==> src/rtl/pixel_stream_unpacker_if.sv <==
// Pixel stream unpacker bus bundle.
//   Upstream byte stream : in_data, in_valid, in_sof -> ; <- in_ready
//   Cache write port     : <- wr_en, wr_data, wr_h, wr_v ; wr_ready ->
//   Status / control     : <- frame_done, sync_err ; err_clr ->
// The master modport is the side that feeds bytes and owns the cache (driver);
// the slave modport is the unpacker itself.
interface pixel_stream_unpacker_if;
    logic [7:0]  in_data;
    logic        in_valid;
    logic        in_sof;
    logic        in_ready;
    logic        wr_en;
    logic        wr_ready;
    logic [11:0] wr_data;
    logic [10:0] wr_h;
    logic [10:0] wr_v;
    logic        frame_done;
    logic        sync_err;
    logic        err_clr;

    modport master (
        output in_data, in_valid, in_sof, wr_ready, err_clr,
        input  in_ready, wr_en, wr_data, wr_h, wr_v, frame_done, sync_err
    );

    modport slave (
        input  in_data, in_valid, in_sof, wr_ready, err_clr,
        output in_ready, wr_en, wr_data, wr_h, wr_v, frame_done, sync_err
    );
endinterface

==> src/rtl/pixel_stream_unpacker.sv <==
// Unpacks packed RGB444 bytes (3 bytes -> 2 pixels) into 12-bit pixels and
// hands each one to the frame-cache write port with its column/line address.
// Ports:
//   clk_i  pixel clock
//   rst_i  asynchronous active-high reset
//   bus    slave side of pixel_stream_unpacker_if (byte stream in, cache
//          write port out, frame_done pulse, sticky sync_err with err_clr)
module pixel_stream_unpacker #(
    parameter int H_PIXELS = 800,   // even, <= 2047
    parameter int V_LINES  = 600    // <= 2047
) (
    input  logic                     clk_i,
    input  logic                     rst_i,
    pixel_stream_unpacker_if.slave   bus
);
    localparam logic [10:0] H_LAST = 11'(H_PIXELS - 1);
    localparam logic [10:0] V_LAST = 11'(V_LINES - 1);

    typedef enum logic [1:0] {WAIT_SOF, B0, B1, B2} state_t;

    state_t      state_q;
    logic [7:0]  b0_q;
    logic [3:0]  b1_lo_q;
    logic [10:0] h_q, v_q, h_d, v_d;
    logic        wr_en_q, frame_done_q, sync_err_q;
    logic [11:0] wr_data_q;
    logic [10:0] wr_h_q, wr_v_q;

    logic in_ready, accept, wr_done, frame_last, resync, load_last;

    // h_q/v_q count completed writes in the current frame, so they are also
    // the address of the next pixel to retire. A pixel loaded on an edge
    // where the pending one retires takes the post-increment value (h_d/v_d).
    always_comb begin
        in_ready   = !wr_en_q || bus.wr_ready;
        accept     = bus.in_valid && in_ready;
        wr_done    = wr_en_q && bus.wr_ready;
        frame_last = (h_q == H_LAST) && (v_q == V_LAST);
        resync     = accept && bus.in_sof &&
                     ((state_q == B1) || (state_q == B2) ||
                      ((state_q == B0) && ((h_q != '0) || (v_q != '0))));
        h_d = h_q;
        v_d = v_q;
        if (wr_done) begin
            if (h_q == H_LAST) begin
                h_d = '0;
                v_d = frame_last ? '0 : v_q + 11'd1;
            end else begin
                h_d = h_q + 11'd1;
            end
        end
        // Resync restarts addressing; the retiring pixel already has its address.
        if (resync) begin
            h_d = '0;
            v_d = '0;
        end
        load_last = (h_d == H_LAST) && (v_d == V_LAST);
    end

    always_ff @(posedge clk_i or posedge rst_i) begin
        if (rst_i) begin
            state_q      <= WAIT_SOF;
            b0_q         <= '0;
            b1_lo_q      <= '0;
            h_q          <= '0;
            v_q          <= '0;
            wr_en_q      <= 1'b0;
            wr_data_q    <= '0;
            wr_h_q       <= '0;
            wr_v_q       <= '0;
            frame_done_q <= 1'b0;
            sync_err_q   <= 1'b0;
        end else begin
            h_q          <= h_d;
            v_q          <= v_d;
            frame_done_q <= wr_done && frame_last;
            if (resync)           sync_err_q <= 1'b1;
            else if (bus.err_clr) sync_err_q <= 1'b0;
            if (wr_done) wr_en_q <= 1'b0;
            if (accept) begin
                case (state_q)
                    WAIT_SOF: begin
                        if (bus.in_sof) begin
                            b0_q    <= bus.in_data;
                            state_q <= B1;
                        end
                    end
                    B0: begin
                        b0_q    <= bus.in_data;
                        state_q <= B1;
                    end
                    B1: begin
                        if (bus.in_sof) begin
                            b0_q    <= bus.in_data;
                            state_q <= B1;
                        end else begin
                            wr_en_q   <= 1'b1;
                            wr_data_q <= {b0_q, bus.in_data[7:4]};
                            wr_h_q    <= h_d;
                            wr_v_q    <= v_d;
                            b1_lo_q   <= bus.in_data[3:0];
                            state_q   <= B2;
                        end
                    end
                    B2: begin
                        if (bus.in_sof) begin
                            b0_q    <= bus.in_data;
                            state_q <= B1;
                        end else begin
                            wr_en_q   <= 1'b1;
                            wr_data_q <= {b1_lo_q, bus.in_data};
                            wr_h_q    <= h_d;
                            wr_v_q    <= v_d;
                            // Once the frame's last pixel is loaded, only a new
                            // sof may start consuming bytes again.
                            state_q   <= load_last ? WAIT_SOF : B0;
                        end
                    end
                    default: state_q <= WAIT_SOF;
                endcase
            end
        end
    end

    assign bus.in_ready   = in_ready;
    assign bus.wr_en      = wr_en_q;
    assign bus.wr_data    = wr_data_q;
    assign bus.wr_h       = wr_h_q;
    assign bus.wr_v       = wr_v_q;
    assign bus.frame_done = frame_done_q;
    assign bus.sync_err   = sync_err_q;
endmodule
==> src/flat_wrapper.sv <==
// flat-port wrapper written by rule: the top's interface ports become plain ports
module pixel_stream_unpacker_flat 
#(
    parameter int H_PIXELS = 800,                   
    parameter int V_LINES  = 600              
)
  (clk_i, rst_i, bus_in_data, bus_in_valid, bus_in_sof, bus_wr_ready, bus_err_clr, bus_in_ready, bus_wr_en, bus_wr_data, bus_wr_h, bus_wr_v, bus_frame_done, bus_sync_err);
  pixel_stream_unpacker_if bus_i ();
  input  logic clk_i;
  input  logic rst_i;
  input wire logic [$bits(bus_i.in_data)-1:0] bus_in_data;
  input wire logic [$bits(bus_i.in_valid)-1:0] bus_in_valid;
  input wire logic [$bits(bus_i.in_sof)-1:0] bus_in_sof;
  input wire logic [$bits(bus_i.wr_ready)-1:0] bus_wr_ready;
  input wire logic [$bits(bus_i.err_clr)-1:0] bus_err_clr;
  output wire logic [$bits(bus_i.in_ready)-1:0] bus_in_ready;
  output wire logic [$bits(bus_i.wr_en)-1:0] bus_wr_en;
  output wire logic [$bits(bus_i.wr_data)-1:0] bus_wr_data;
  output wire logic [$bits(bus_i.wr_h)-1:0] bus_wr_h;
  output wire logic [$bits(bus_i.wr_v)-1:0] bus_wr_v;
  output wire logic [$bits(bus_i.frame_done)-1:0] bus_frame_done;
  output wire logic [$bits(bus_i.sync_err)-1:0] bus_sync_err;
  assign bus_i.in_data = bus_in_data;
  assign bus_i.in_valid = bus_in_valid;
  assign bus_i.in_sof = bus_in_sof;
  assign bus_i.wr_ready = bus_wr_ready;
  assign bus_i.err_clr = bus_err_clr;
  assign bus_in_ready = bus_i.in_ready;
  assign bus_wr_en = bus_i.wr_en;
  assign bus_wr_data = bus_i.wr_data;
  assign bus_wr_h = bus_i.wr_h;
  assign bus_wr_v = bus_i.wr_v;
  assign bus_frame_done = bus_i.frame_done;
  assign bus_sync_err = bus_i.sync_err;
  pixel_stream_unpacker #(.H_PIXELS(H_PIXELS), .V_LINES(V_LINES)) u_core (.clk_i(clk_i), .rst_i(rst_i), .bus(bus_i));
endmodule
==> config.mk <==
export PLATFORM = sky130hd
export DESIGN_NAME = pixel_stream_unpacker_flat
export DESIGN_NICKNAME = d
export VERILOG_FILES = /design/src/rtl/pixel_stream_unpacker_if.sv /design/src/rtl/pixel_stream_unpacker.sv /design/src/flat_wrapper.sv
export SDC_FILE = /design/constraint.sdc
export NUM_CORES = 1
export LEC_CHECK = 0
export BUFFER_PORTS_ARGS = -buffer_cell sky130_fd_sc_hd__buf_2
export CORE_ASPECT_RATIO = 0.9
export CORE_MARGIN = 8
export CORE_UTILIZATION = 40
export DETAILED_ROUTE_END_ITERATION = 8
export PLACE_DENSITY = 0.56
export SYNTH_ARGS = -nofsm -noshare
export SYNTH_HDL_FRONTEND = slang
export SYNTH_SLANG_ARGS = --single-unit
==> constraint.sdc <==
create_clock -name clk_i -period 8.6 [get_ports clk_i]
set_input_delay 0.86 -clock clk_i [delete_from_list [all_inputs] [get_ports clk_i]]
set_output_delay 0.86 -clock clk_i [all_outputs]
set_load 0.01 [all_outputs]
==> flow_summary_export.csv <==
group,metric,value,unit
synthesis,synth.distinct_cells,47,
synthesis,synth_area,3520,sq um
pwr,p_leak,1.92,nW
pwr,p_seq_frac,0.450,
route,drt_wl_total,8290,um
pwr,intPower,0.000697,W
synthesis,yosysSeqAreaShare,0.519,
clock_network,h-tree-depth,3,
clock_network,postCtsResizedCells,0,
setup_path,required,8.83,ns
clock_network,cts_num_sinks,73,
global_routing,globalRouteOverflowTotal,0,
route,wl_per_cell,16.6,um
route,met1Wirelength,3700,um
synthesis,synth.most_common_cell,"dfrtp_1",
clock_network,clock_tree.root_cell,"clkbuf_8",
floorplan,core,8570,sq um
clock_network,path_clk_slew,0.08,ns
synthesis,synth_fp_nets,345,
clock_network,cts_made_buffers,9,
floorplan,row_count,32,
synthesis,yosys-top-cells-count,"73 x dfrtp_1, 35 x nor2_1, 34 x mux2_2",
synthesis,synth_area_leaders,"dfrtp_1 52%, mux2_2 11%, nor2_1 3.7%, mux2i_1 3.4%, a21oi_1 3.3%",
pwr,clockPowerShare,0.318,
placement,gp_routability_congestion,0.898,
global_routing,grt_pass1_wl,14500,um
final_layout,post-route-util,0.481,
setup_path,start_kind,"register",
sta,slew_violations,0,
route,dr.first_iter.drc_count,222,
final_layout,diodes,0,
floorplan,die_h,105,um
setup_path,critPathSlowestCell,"or4_1",
sta,period_share,0.352,
global_routing,antenna_found_initial,0,
sta,tns,0,ns
route,top_layer_used,"met4",
pwr,pwr-share-comb,0.232,
pwr,netSwitchingPower,0.000304,W
floorplan,dieArea,12100,sq um
clock_network,cts_tree,"built",
route,firstDrtPassIters,4,
synthesis,yosysTopAreaCell,"dfrtp_1",
placement,port_buffers,51,
sta,min_period,3.02,ns
sta,slew-limit-headroom,0.271,
global_routing,grt_max_degree,74,
synthesis,synth_edf_count,0,
setup_path,crit_type,"register to register",
pwr,power.density,243,nW/um^2
synthesis,async_flop_share,1.00,
setup_path,crit_arrival,3.25,ns
sta,holdWs,0.486,ns
synthesis,ys_warn_count,0,
floorplan,io_pins,52,
sta,hold_viol,0,
route,wl_met3,687,um
final_layout,drive_gt1_frac,0.296,
pwr,switching_share,0.304,
route,viasPerCell,5.37,
setup_path,crit_chain,"or4_1 > or4_1 > or3_1 > a2bb2o_1 > a2111oi_0 > a21oi_1",
setup_path,max_stage_delay,0.66,ns
clock_network,cts_hold_buffers,0,
setup_path,end_kind,"register",
floorplan,start_util,0.411,
sta,setup_viol,0,
setup_path,crit_top_cell,"or4_1",
synthesis,synth_ff_type,"dfrtp_1",
job,max-cap-violations,0,
synthesis,synth_area_per_cell,10.8,sq um
clock_network,postCtsSetupBuffers,0,
route,wl_met2,3810,um
sta,fmax,331,MHz
sta,clock_skew,0.00670,ns
pwr,p_total,0.00100,W
outcome,status,"completed",
global_routing,grt_util_all_layers,0.149,
pwr,vdd_drop_max,147,uV
setup_path,worstPathMaxFanout,7,
clock_network,insertion_delay,0.35,ns
route,num_vias,2674,
placement,place_hpwl,5660,um
synthesis,synth-seq-cells,73,
route,drc,0,
final_layout,synthToLayoutAreaGrowth,17.0,%
synthesis,synthCells,327,
floorplan,die-width,115,um
sta,worstMarginPinSlew,1.09,ns
global_routing,grt_pass1_vias,2802,
route,final_antenna_net_count,0,
min_path,hold_class,"register to register",
clock_network,clockBufferDepth,2,
final_layout,nFillCells,822,
sta,rsz0062_at_grt,"no",
final_layout,fin_nets,392,
synthesis,synth_top_area_frac,0.519,
cell families (layout without fill, tap and decap cells):
group | Yosys count | in the layout | share of synthesized area
compound gates | 46 | 46 | 0.0821
xor+xnor | 13 | 13 | 0.0323
fa+ha+maj | 4 | 4 | 0.0142
buf+inv | 27 | 79 | 0.0295
flops | 73 | 73 | 0.519
mux | 46 | 46 | 0.143
simple gates | 118 | 118 | 0.180
registers in the layout (all words and copies together), names as in the netlist:
| signal | flops |
|---|---|
| u_core.bus.wr_en | 1 |
| u_core.bus.wr_h | 11 |
| u_core.state_q | 2 |
| u_core.bus.wr_data | 12 |
| u_core.bus.wr_v | 11 |
| u_core.bus.frame_done | 1 |
| u_core.h_q | 11 |
| u_core.bus.sync_err | 1 |
| u_core.v_q | 11 |
| u_core.b1_lo_q | 4 |
| u_core.b0_q | 8 |
per-stage QoR:
stage,instance area (sq um),instances,worst slack [ns]
global placement,3880,482,5.52
finish,4120,498,5.58
global route,4120,498,5.42
floorplan,3520,327,5.64
detailed placement,3880,482,5.41
CTS,4120,498,5.62
cells in the final DEF (no fill, tap or decap), types with 11 or more instances in the layout:
cell	n
mux2_2	34
nand2_1	18
a21oi_1	23
clkbuf_8	11
buf_2	51
mux2i_1	12
nor2_1	35
dfrtp_1	73
layer usage:
metal  vias up  GRT usage
met1      1303      0.191
li1       1272          -
met2        91      0.229
met4         0     0.0384
met5         -          0
met3         8     0.0570
worst paths after layout:
| kind | cells past startpoint | startpoint | slack (ns) | endpoint |
|---|---|---|---|---|
| hold reg to reg | 1 | u_core.bus.sync_err$_DFFE_PP0P_ | 0.49 | u_core.bus.sync_err$_DFFE_PP0P_ |
| min in group asynchronous | 3 | rst_i | 0.77 | u_core.bus.wr_h[2]$_DFFE_PP0P_ |
| setup reg to reg | 6 | u_core.h_q[5]$_DFF_PP0_ | 5.58 | u_core.state_q[0]$_DFFE_PP0P_ |
| hold / removal | 1 | u_core.bus.sync_err$_DFFE_PP0P_ | 0.49 | u_core.bus.sync_err$_DFFE_PP0P_ |
| max in group asynchronous | 3 | rst_i | 7.21 | u_core.v_q[6]$_DFF_PP0_ |
| setup / recovery | 6 | u_core.h_q[5]$_DFF_PP0_ | 5.58 | u_core.state_q[0]$_DFFE_PP0P_ |
final cells by class:
cell class	count	area (sq um)	share of cell area
tap	119	149	0.0361
inverter	10	37.5	0.00911
sequential	73	1830	0.443
clock buffer	11	151	0.0367
timing repair buffer	53	270	0.0656
multi-input combinational	227	1600	0.388
clock inverter	5	85.1	0.0206
worst max-delay path: cells and delay by family (launching register included):
kind            cells  cell delay, ns
flops               1            0.43
simple gates        3            1.70
compound gates      3            0.76
power groups by stage:
stage	registers, W	clock network (W)	logic [W]
final	0.000451	0.000318	0.000232
after global routing	0.000461	0.000345	0.000264
after CTS	0.000451	0.000328	0.000237
after detailed placement	0.000456	0	0.000236
after global placement	0.000455	0	0.000234
after floorplan	0.000465	0	0.000146
Power figures use the tool's default switching activity.
